===== config.mk =====
export PLATFORM = sky130hd
export DESIGN_NAME = wt_ram_arbiter
export DESIGN_NICKNAME = d
export VERILOG_FILES = /design/src/rtl/wt_ram_arbiter.sv
export SDC_FILE = /design/constraint.sdc
export NUM_CORES = 1
export LEC_CHECK = 0
export CAP_MARGIN = 40
export CORE_ASPECT_RATIO = 1.1
export CORE_MARGIN = 2
export CORE_UTILIZATION = 40
export DETAILED_ROUTE_END_ITERATION = 10
export HOLD_SLACK_MARGIN = 0.05
export PLACE_DENSITY = 0.79
export SYNTH_ARGS = -nofsm -noshare
export SYNTH_HDL_FRONTEND = slang
export SYNTH_SLANG_ARGS = --single-unit
export TNS_END_PERCENT = 20

===== constraint.sdc =====
create_clock -name clk -period 7.5 [get_ports clk]
set_clock_uncertainty 0.15 [all_clocks]
set_input_delay 0.75 -clock clk [delete_from_list [all_inputs] [get_ports clk]]
set_output_delay 0.75 -clock clk [all_outputs]
set_load 0.01 [all_outputs]

===== src/rtl/wt_ram_arbiter.sv =====
`default_nettype none
// +----------------------------------------------------------------------------+
// | wt_ram_arbiter: shares one single-port wavetable RAM between round-robin   |
// | voice reads and a priority host write port.         Revision 1.0          |
// +----------------------------------------------------------------------------+
module wt_ram_arbiter #(
  parameter int NUM_VOICES = 4,
  parameter int ADDRWIDTH  = 8,
  parameter int BANKWIDTH  = 2,
  parameter int DATAWIDTH  = 16
) (
  input  logic                            clk,
  input  logic                            rst,
  input  logic [NUM_VOICES-1:0]           req,
  input  logic [NUM_VOICES*ADDRWIDTH-1:0] req_addr,
  input  logic [NUM_VOICES*BANKWIDTH-1:0] req_bank,
  output logic [NUM_VOICES-1:0]           ack,
  output logic [DATAWIDTH-1:0]            rdata_out,
  input  logic                            host_wr_req,
  input  logic [ADDRWIDTH-1:0]            host_wr_addr,
  input  logic [BANKWIDTH-1:0]            host_wr_bank,
  input  logic [DATAWIDTH-1:0]            host_wr_data,
  output logic                            host_wr_ack,
  output logic [ADDRWIDTH+BANKWIDTH-1:0]  ram_addr,
  output logic                            ram_re,
  output logic                            ram_we,
  output logic [DATAWIDTH-1:0]            ram_wdata,
  input  logic [DATAWIDTH-1:0]            ram_rdata
);

  localparam int VW  = (NUM_VOICES > 1) ? $clog2(NUM_VOICES) : 1;
  localparam int RAW = ADDRWIDTH + BANKWIDTH;
  localparam logic [VW-1:0] C_LAST = VW'(NUM_VOICES - 1);

  typedef enum logic [1:0] {
    IDLE = 2'd0,
    RD   = 2'd1,
    CAP  = 2'd2,
    WR   = 2'd3
  } state_t;

  state_t                state, state_nx;
  logic [VW-1:0]         rr, rr_nx;
  logic [VW-1:0]         gnt, gnt_nx;
  logic                  last_was_write, last_was_write_nx;

  logic [NUM_VOICES-1:0] ack_nx;
  logic [DATAWIDTH-1:0]  rdata_nx;
  logic                  host_wr_ack_nx;
  logic [RAW-1:0]        ram_addr_nx;
  logic                  ram_re_nx;
  logic                  ram_we_nx;
  logic [DATAWIDTH-1:0]  ram_wdata_nx;

  logic [NUM_VOICES-1:0] req_m;
  logic                  wr_m;
  logic                  any_rd;
  logic [VW-1:0]         pick;
  logic                  pick_hit;
  logic [ADDRWIDTH-1:0]  sel_addr;
  logic [BANKWIDTH-1:0]  sel_bank;
  logic [NUM_VOICES-1:0] gnt_onehot;
  int                    tgt;

  // A requester whose ack is high this cycle may still be holding its request.
  assign req_m  = req & ~ack;
  assign wr_m   = host_wr_req & ~host_wr_ack;
  assign any_rd = |req_m;

  // Round-robin search starting at rr, wrapping modulo NUM_VOICES.
  always_comb begin
    pick     = rr;
    pick_hit = 1'b0;
    tgt      = 0;
    for (int k = 0; k < NUM_VOICES; k++) begin
      tgt = int'(rr) + k;
      if (tgt >= NUM_VOICES) tgt = tgt - NUM_VOICES;
      for (int j = 0; j < NUM_VOICES; j++) begin
        if (!pick_hit && req_m[j] && (tgt == j)) begin
          pick_hit = 1'b1;
          pick     = VW'(j);
        end
      end
    end
  end

  always_comb begin
    sel_addr = '0;
    sel_bank = '0;
    for (int j = 0; j < NUM_VOICES; j++) begin
      if (pick == VW'(j)) begin
        sel_addr = req_addr[j*ADDRWIDTH +: ADDRWIDTH];
        sel_bank = req_bank[j*BANKWIDTH +: BANKWIDTH];
      end
    end
  end

  always_comb begin
    gnt_onehot = '0;
    for (int j = 0; j < NUM_VOICES; j++) begin
      gnt_onehot[j] = (gnt == VW'(j));
    end
  end

  always_comb begin
    state_nx          = state;
    rr_nx             = rr;
    gnt_nx            = gnt;
    last_was_write_nx = last_was_write;
    ack_nx            = '0;
    rdata_nx          = rdata_out;
    host_wr_ack_nx    = 1'b0;
    ram_addr_nx       = ram_addr;
    ram_re_nx         = 1'b0;
    ram_we_nx         = 1'b0;
    ram_wdata_nx      = ram_wdata;
    case (state)
      IDLE: begin
        // Writes win unless the previous grant was also a write and reads wait.
        if (wr_m && !(last_was_write && any_rd)) begin
          ram_addr_nx       = {host_wr_bank, host_wr_addr};
          ram_wdata_nx      = host_wr_data;
          ram_we_nx         = 1'b1;
          last_was_write_nx = 1'b1;
          state_nx          = WR;
        end else if (any_rd) begin
          ram_addr_nx       = {sel_bank, sel_addr};
          ram_re_nx         = 1'b1;
          gnt_nx            = pick;
          rr_nx             = (pick == C_LAST) ? '0 : pick + VW'(1);
          last_was_write_nx = 1'b0;
          state_nx          = RD;
        end
      end
      RD: begin
        state_nx = CAP;
      end
      CAP: begin
        rdata_nx = ram_rdata;
        ack_nx   = gnt_onehot;
        state_nx = IDLE;
      end
      WR: begin
        host_wr_ack_nx = 1'b1;
        state_nx       = IDLE;
      end
      default: state_nx = IDLE;
    endcase
  end

  always_ff @(posedge clk) begin
    if (rst) begin
      state          <= IDLE;
      rr             <= '0;
      gnt            <= '0;
      last_was_write <= 1'b0;
      ack            <= '0;
      rdata_out      <= '0;
      host_wr_ack    <= 1'b0;
      ram_addr       <= '0;
      ram_re         <= 1'b0;
      ram_we         <= 1'b0;
      ram_wdata      <= '0;
    end else begin
      state          <= state_nx;
      rr             <= rr_nx;
      gnt            <= gnt_nx;
      last_was_write <= last_was_write_nx;
      ack            <= ack_nx;
      rdata_out      <= rdata_nx;
      host_wr_ack    <= host_wr_ack_nx;
      ram_addr       <= ram_addr_nx;
      ram_re         <= ram_re_nx;
      ram_we         <= ram_we_nx;
      ram_wdata      <= ram_wdata_nx;
    end
  end

endmodule
`default_nettype wire

==> impl_metrics.ini, run 1 <==
[outcome]
outcome = complete, no violations

[place]
portBuffers = 137
place_inst = 497
place_congestion = 0.951
hpwl_microns = 5790

[cells_and_area]
multiInputGateArea_sq_um = 1230
fillers = 530
final_cell_mix = 137 x clkdlybuf4s50_1, 70 x nand2_1, 56 x dfxtp_1, 46 x a21oi_1, 14 x inv_1
area_delta_synth_final_pct = 58.6
final_common_cell = clkdlybuf4s50_1
fin_cells = 505
nNetsFinal = 517
seqCellArea_sq_um = 1120
diodes = 0
drive_above_1_share_pct = 4.94

[yosys]
synth_flop_cell = dfxtp_1
ys_types = 41
post_synth_inst_count = 299
ys_ff_latch = 56
synth_edf_count = 0
seq_area_frac_synth_pct = 44.6
async_flop_share_pct = 0
yosysWarnings = 0
synth_area_per_cell_sq_um = 8.40
syn_area_sq_um = 2510
syn_nets = 392

[setup_path]
worstSetupPathType = in2reg
crit_fanout = 12
cp.arrival_ns = 3.64
slowest_delay_ns = 0.56
crit_path_start_kind = primary input
cp_common_cell = nor2b_1
crit_chain = clkdlybuf4s50_1 > nor2b_1 > or3_1 > a31oi_1 > inv_1 > ha_1 > nor2b_1 > a221o_1 > a221oi_1 > o2bb2ai_1
cp-end-kind = register
crit_path_top_delay_cell = nor2b_1
cp.required_ns = 7.60

[timing]
fin_crit_sh_pct = 47.2
fin_crit_ns = 3.54
holdWs_ns = 0.307
maxSlewViolCount = 0
slew_headroom_pct = 41.1
fin_setup_tns_ns = 0
hold_viol = 0
finalSetupViolations = 0
timing.fmax_mhz = 282
tightest_slew_ns = 0.880
rsz0062_at_grt = false

[global_route]
grt_pass1_wl_microns = 12000
busiest_layer = met2
overflow = 0
met1_usage_pct = 27.2
grt_usage_pct = 22.0
grt_pass1_vias = 2465
grt_max_degree = 24
use_met3_pct = 4.77
antenna_found_initial = 0
use_met2_pct = 37.1

[clocking]
cts_buffer_depth = 2
cts_made_buffers = 5
cts_tree = built
cts_setup_buffers = 0
cts_num_sinks = 56
clk_pin_slew_ns = 0.11
cts_hold_buf = 0
clk-insertion-delay-late_ns = 0.31
ctsResizeCount = 0
htreeDepth = 2
root_buffer = clkbuf_8

[route]
vias_per_cell = 5.16
wirelength_microns = 7640
ant_nets = 0
firstDrtPassIters = 4
drtIter0Drc = 185
drc = 0
vias = 2606
wl_per_cell_microns = 15.1

[pwr]
power_leakage_nw = 1.44
power_frac_comb_pct = 33.5
p_int_mw = 0.533
pwr-share-clk_pct = 21.7
vdd_drop_max_mv = 0.171
netSwitchingFraction_pct = 31.4
powerDensity_nw_per_um2 = 195
p_sw_mw = 0.244
seqPwrFrac_pct = 44.9

[floorplan]
die_h_microns = 87.1
num_io_pins = 138
initial_core_util_pct = 41.0
fp.dieW_microns = 79.5
core_area_sq_um = 6120
num_rows = 30
fp.dieArea_sq_um = 6930

[flow_run]
drv_cap = 0

[hold_path]
hold_path.class = reg2reg
==> layer usage <==
metal  share of wire [%]  up-vias
li1                    -     1301
met1                  42     1195
met2                  49       96
met3                 6.6       14
met4                 2.4        0
met5                   0        -
==> path summary, 6_finish.rpt <==
kind	from	to	slack (ns)	cells past startpoint
worst max register to register	ack[2]	ram_addr[5]	4.52	9
worst min-delay path	ram_wdata[6]	ram_wdata[6]	0.31	2
worst min register to register	ram_wdata[6]	ram_wdata[6]	0.31	2
worst max-delay path	req[1]	ram_addr[5]	3.96	10
==> logic make-up after synthesis <==
kind of cell	count (synthesis)	synth area share (%)
simple gates	103	18.8
compound gates	98	27.1
flops	56	44.6
buf+inv	35	6.23
fa+ha+maj	4	1.99
mux	3	1.25
==> cells in the mapped netlist, drive strengths merged, types with 6 or more instances <==
| cell type | count | share of area (%) |
|---|---|---|
| inv | 14 | 2.1 |
| o2bb2ai | 10 | 3.5 |
| o21ai | 11 | 2.2 |
| nand2b | 6 | 1.8 |
| a221o | 9 | 3.6 |
| nor2 | 9 | 1.4 |
| dfxtp | 56 | 45 |
| nand2 | 70 | 10 |
| clkbuf | 13 | 1.9 |
| a21oi | 49 | 10 |
| a221oi | 10 | 3.5 |
| buf | 8 | 2.2 |
==> registers in the layout, indices dropped and copies added (netlist names) <==
register / count
state: 2
ram_re: 1
ram_addr: 10
host_wr_ack: 1
ram_we: 1
ack: 4
rr: 2
last_was_write: 1
ram_wdata: 16
rdata_out: 16
gnt: 2
==> area by class of cell <==
type	count	share of cell area, %
inverters	14	1.32
clock inverters	3	0.534
multi-input cells	208	31.0
well taps	80	2.51
clock buffers	5	1.73
repair buffers	139	34.8
flip-flops and latches	56	28.1
==> power groups by stage <==
stage	Clock, mW	Sequential [mW]	Combinational [mW]
global placement	0	0.354	0.254
CTS	0.173	0.348	0.260
finish	0.168	0.349	0.260
floorplan	0	0.362	0.130
global route	0.182	0.352	0.282
detailed placement	0	0.354	0.258
==> worst max-delay path, delay by kind of cell <==
family | cells | cell delay, ns
AOI/OAI and AO/OA | 4 | 0.90
adders and majority gates | 1 | 0.37
buffers and inverters | 2 | 0.54
and+or+nand+nor | 3 | 1.08
==> metrics by stage <==
| step | area, sq um | util, % | setup slack (ns) | total power [mW] |
|---|---|---|---|---|
| final | 3980 | 65.1 | 3.96 | 0.777 |
| after CTS | 3980 | 65.1 | 4.00 | 0.781 |
| after detailed placement | 3890 | 63.6 | 3.70 | 0.613 |
| after global placement | 3890 | 63.5 | 3.80 | 0.608 |
| after floorplan | 2510 | - | 4.51 | 0.492 |
| after global routing | 3980 | 65.1 | 3.79 | 0.817 |
Note: power is estimated with default switching activity, not from simulation.
==> run 2, diff against run 1 <==
CORE_UTILIZATION = 35   (was 40)
PLACE_DENSITY = 0.73   (was 0.79)
clock period = 3.2 ns   (was 7.5 ns; I/O delays follow)
==> run 2 against run 1 <==
Largest power group unchanged. Die area is 14% higher. Sequential cell count stayed put. Core utilization is 7.2 points lower. Register-to-register slack worse by 4.1 ns. Setup slack worse by 3.7 ns. First-iteration DRC count is 14% lower. Cell count is 2.2% higher. Critical path type unchanged. Global-route usage is 1.6 points lower. Sequential share of layout area is 0.35 points lower. Combinational power is 140% higher. Routed wire length is 3.6% higher.
==> impl_metrics.ini, run 2 (same netlist as run 1, synthesis figures left out) <==
[cells_and_area]
fin_cells = 516
largest_registers = ram_wdata: 16 flops, rdata_out: 16 flops, ram_addr: 10 flops
fillers = 614
drive_above_1_share_pct = 6.03
final_cell_mix = 137 x clkdlybuf4s50_1, 70 x nand2_1, 56 x dfxtp_1, 46 x a21oi_1, 14 x inv_1
final_common_cell = clkdlybuf4s50_1
multiInputGateArea_sq_um = 1230
seqCellArea_sq_um = 1120
nNetsFinal = 523
diodes = 0
final_area_sq_um = 4030
area_delta_synth_final_pct = 60.6

[clocking]
root_buffer = clkbuf_8
cts_made_buffers = 5
ctsResizeCount = 0
clk-insertion-delay-late_ns = 0.31
cts_tree = built
htreeDepth = 2
cts_num_sinks = 56
cts_hold_buf = 0
cts_setup_buffers = 0
cts_buffer_depth = 2
clk_pin_slew_ns = 0.10

[setup_path]
cp.arrival_ns = 3.04
crit_path_top_delay_cell = nor2b_1
slowest_delay_ns = 0.56
cp-end-kind = register
crit_fanout = 9
cp_common_cell = nor2b_1
crit_path_start_kind = primary input
crit_chain = clkdlybuf4s50_1 > nor2b_1 > or3_1 > a31oi_1 > inv_1 > ha_1 > nor2b_1 > a221o_1 > a221oi_1 > o2bb2ai_1
worstSetupPathType = in2reg
cp.required_ns = 3.29

[global_route]
met1_usage_pct = 25.5
overflow = 0
grt_pass1_vias = 2538
grt_max_degree = 34
use_met2_pct = 32.7
busiest_layer = met2
grt_pass1_wl_microns = 12600
antenna_found_initial = 0
grt_usage_pct = 20.4
use_met3_pct = 6.95

[place]
place_inst = 508
portBuffers = 137
placed_cell_area_sq_um = 3950
hpwl_microns = 6130
dp_slack_ns = -0.0341
place_congestion = 1.00

[route]
firstDrtPassIters = 4
drc = 0
wl_per_cell_microns = 15.3
vias_per_cell = 5.04
ant_nets = 0
wirelength_microns = 7920
drtIter0Drc = 159
vias = 2600

[floorplan]
fp.dieArea_sq_um = 7870
die_h_microns = 92.8
fp.dieW_microns = 84.8
num_io_pins = 138
initial_core_util_pct = 36.0
num_rows = 32
core_area_sq_um = 6970

[timing]
maxSlewViolCount = 0
rsz0062_at_grt = false
fin_crit_sh_pct = 92.3
finalSetupViolations = 0
slew_headroom_pct = 53.1
timing.fmax_mhz = 339
tightest_slew_ns = 0.702
fin_crit_ns = 2.95
setup_ws_ns = 0.247
hold_viol = 0

[pwr]
powerDensity_nw_per_um2 = 456
vdd_drop_max_mv = 0.318
power_leakage_nw = 1.47

[flow_run]
drv_cap = 0

[outcome]
outcome = complete, no violations

[hold_path]
hold_path.class = reg2reg
-- run 2: cell count changes in the layout (fill, tap and decap cells not counted) --
cell,delta
clkinv_2,-1
inv_6,-1
clkinv_4,+1
buf_4,+6
clkbuf_1,+1
-- run 2: stage by stage --
step	power (mW)	setup TNS (ns)	utilization, %	hold WS, ns
4_1_cts	1.86	0	57.9	0.310
5_1_grt	1.96	0	57.9	0.326
3_5_place_dp	1.46	-0.113	56.6	0.296
3_3_place_gp	1.45	0	56.5	0.291
2_1_floorplan	1.15	0	-	0.289
6_report	1.84	0	57.9	0.308
-- run 2: cell type report --
class	count	area share [%]
clock buffer	6	1.80
timing repair buffer	145	35.5
multi-input combinational	208	30.6
inverter	14	1.30
tap	85	2.64
clock inverter	2	0.403
sequential	56	27.8
-- run 2: layer usage --
layer,vias to the layer above,part of all wire (%)
met5,-,0
met2,95,48
li1,1311,-
met4,0,3.2
met3,23,6.9
met1,1171,42
-- run 2: report_power, final --
part | total, mW | internal (mW) | switching [mW]
Clock | 0.391 | 0.156 | 0.235
Combinational | 0.632 | 0.340 | 0.292
Sequential | 0.816 | 0.766 | 0.0500
-- run 2: worst max-delay path: cells and delay by family --
family | cells | cell delay (ns)
fa+ha+maj | 1 | 0.23
buf+inv | 2 | 0.54
compound gates | 4 | 0.87
simple gates | 3 | 1.07
-- run 2: final timing paths --
| path | startpoint | to | slack (ns) | depth (start not counted) |
|---|---|---|---|---|
| setup / recovery | req[1] | ram_addr[2] | 0.25 | 10 |
| hold reg to reg | rdata_out[5] | rdata_out[5] | 0.31 | 2 |
| setup reg to reg | ack[2] | ram_addr[2] | 0.37 | 9 |
| hold / removal | rdata_out[5] | rdata_out[5] | 0.31 | 2 |
==> run 3, diff against run 2 <==
CORE_ASPECT_RATIO = 0.8   (was 1.1)
==> run 3 against run 2 <==
Global-route usage shrank 1.2 points. Setup slack improved by 0.0016 ns. Critical path depth did not move. Maximum frequency about the same. Sequential cell count unchanged. Combinational power down 3%.
==> impl_metrics.ini, run 3 (same netlist as run 1, synthesis figures left out) <==
[timing]
timing.fmax_mhz = 339
rsz0062_at_grt = false
holdWs_ns = 0.309
maxSlewViolCount = 0
fin_crit_sh_pct = 92.2
slew_headroom_pct = 42.3
finalSetupViolations = 0
hold_viol = 0
fin_setup_tns_ns = 0
tightest_slew_ns = 0.865
fin_crit_ns = 2.95

[cells_and_area]
drive_above_1_share_pct = 5.62
largest_registers = ram_wdata: 16 flops, rdata_out: 16 flops, ram_addr: 10 flops
final_common_cell = clkdlybuf4s50_1
fillers = 625
area_delta_synth_final_pct = 59.7
multiInputGateArea_sq_um = 1230
final_cell_mix = 136 x clkdlybuf4s50_1, 70 x nand2_1, 56 x dfxtp_1, 46 x a21oi_1, 14 x inv_1
seqCellArea_sq_um = 1120
fin_cells = 514
diodes = 0
nNetsFinal = 519
final_util_pct = 57.9

[setup_path]
slowest_delay_ns = 0.56
worstSetupPathType = in2reg
crit_fanout = 9
crit_path_top_delay_cell = nor2b_1
r2r_cells = 9
cp-end-kind = register
critPathTopFamily = simple AND/OR/NAND/NOR gates
cp.arrival_ns = 3.04
startpoint = req[1]
timing.critical_path.buf_inv = 2
reg2reg_slack_ns = 0.40
crit_chain = clkdlybuf4s50_1 > nor2b_1 > or3_1 > a31oi_1 > inv_1 > ha_1 > nor2b_1 > a221o_1 > a221oi_1 > o2bb2ai_1
reg2reg_from = ack[2]
cp.required_ns = 3.29
r2r_end = ram_addr[5]
crit_path_start_kind = primary input
cp_common_cell = nor2b_1

[global_route]
grt_max_degree = 46
grt_pass1_wl_microns = 12300
overflow = 0
grt_pass1_vias = 2579
antenna_found_initial = 0
grt_usage_pct = 19.2

[hold_path]
holdPathStages = 2
min_to = ram_wdata[4]
hold_path.class = reg2reg
min-delay-start = ram_wdata[4]

[route]
wl_met1_microns = 3420
wl_per_cell_microns = 14.7
drtIter0Drc = 74
top_layer = met4
vias_per_cell = 5.09
vias = 2617
wl_met2_microns = 3550
wirelength_microns = 7540
drc = 0
firstDrtPassIters = 4
ant_nets = 0
wl_met3_microns = 513

[floorplan]
num_io_pins = 138
num_rows = 27
fp.dieW_microns = 98.7
fp.dieArea_sq_um = 7870
core_area_sq_um = 6930
die_h_microns = 79.8
initial_core_util_pct = 36.3

[clocking]
cts_buffer_depth = 2
cts_num_sinks = 56
cts_setup_buffers = 0
clk-insertion-delay-late_ns = 0.30
root_buffer = clkbuf_8
cts_tree = built
ctsResizeCount = 0
cts_made_buffers = 5
clk_pin_slew_ns = 0.10
cts_hold_buf = 0
htreeDepth = 2

[place]
place_inst = 506
portBuffers = 137
place_congestion = 0.847
hpwl_microns = 5590

[pwr]
totalPowerFinal_mw = 1.83
pwr-share-clk_pct = 22.1
power_leakage_nw = 1.45
netSwitchingFraction_pct = 30.6
power_frac_comb_pct = 33.5
p_int_mw = 1.27
p_sw_mw = 0.561
powerDensity_nw_per_um2 = 457
vdd_drop_max_mv = 0.255
seqPwrFrac_pct = 44.4

[flow_run]
drv_cap = 0

[outcome]
outcome = complete, no violations
[run 3: cell type report]
class / count / area share, %
timing repair buffer: 141 / 34.8
clock inverter: 2 / 0.374
tap: 87 / 2.71
multi-input combinational: 208 / 30.8
clock buffer: 6 / 2.06
inverter: 14 / 1.31
sequential: 56 / 28.0
[run 3: routing by layer]
metal,up-vias,global-route usage (%)
met5,-,0
met4,0,4.66
met3,6,5.78
met2,77,31.4
met1,1231,24.9
li1,1303,-
[run 3: worst max-delay path by stage]
stage | endpoint | cells after the start
after floorplan | ram_addr[0] | 11
after CTS | ram_addr[5] | 10
after global placement | ram_addr[4] | 10
final | ram_addr[5] | 10
after detailed placement | ram_addr[5] | 10
after global routing | ram_addr[1] | 10
[run 3: per-stage QoR]
| step | setup WS, ns | area, sq um |
|---|---|---|
| 2_1_floorplan | 0.556 | 2510 |
| 3_3_place_gp | 0.0441 | 3910 |
| 3_5_place_dp | -0.0584 | 3910 |
| 4_1_cts | 0.254 | 4010 |
| 5_1_grt | 0.0733 | 4010 |
| 6_report | 0.248 | 4010 |
[run 3: power groups by stage]
stage / sequential [mW] / combinational (mW) / clock (mW)
after detailed placement: 0.829 / 0.615 / 0
after CTS: 0.814 / 0.618 / 0.428
after global placement: 0.828 / 0.603 / 0
final: 0.814 / 0.614 / 0.406
after floorplan: 0.849 / 0.304 / 0
after global routing: 0.824 / 0.676 / 0.456
[run 3: worst register-to-register path, delay by kind of cell (launching register included)]
| family | cells | cell delay [ns] |
|---|---|---|
| AND/OR/NAND/NOR | 3 | 1.05 |
| AO/OA/AOI/OAI | 4 | 0.86 |
| buffers and inverters | 1 | 0.12 |
| adder cells (fa/ha/maj) | 1 | 0.24 |
| flip-flops | 1 | 0.32 |
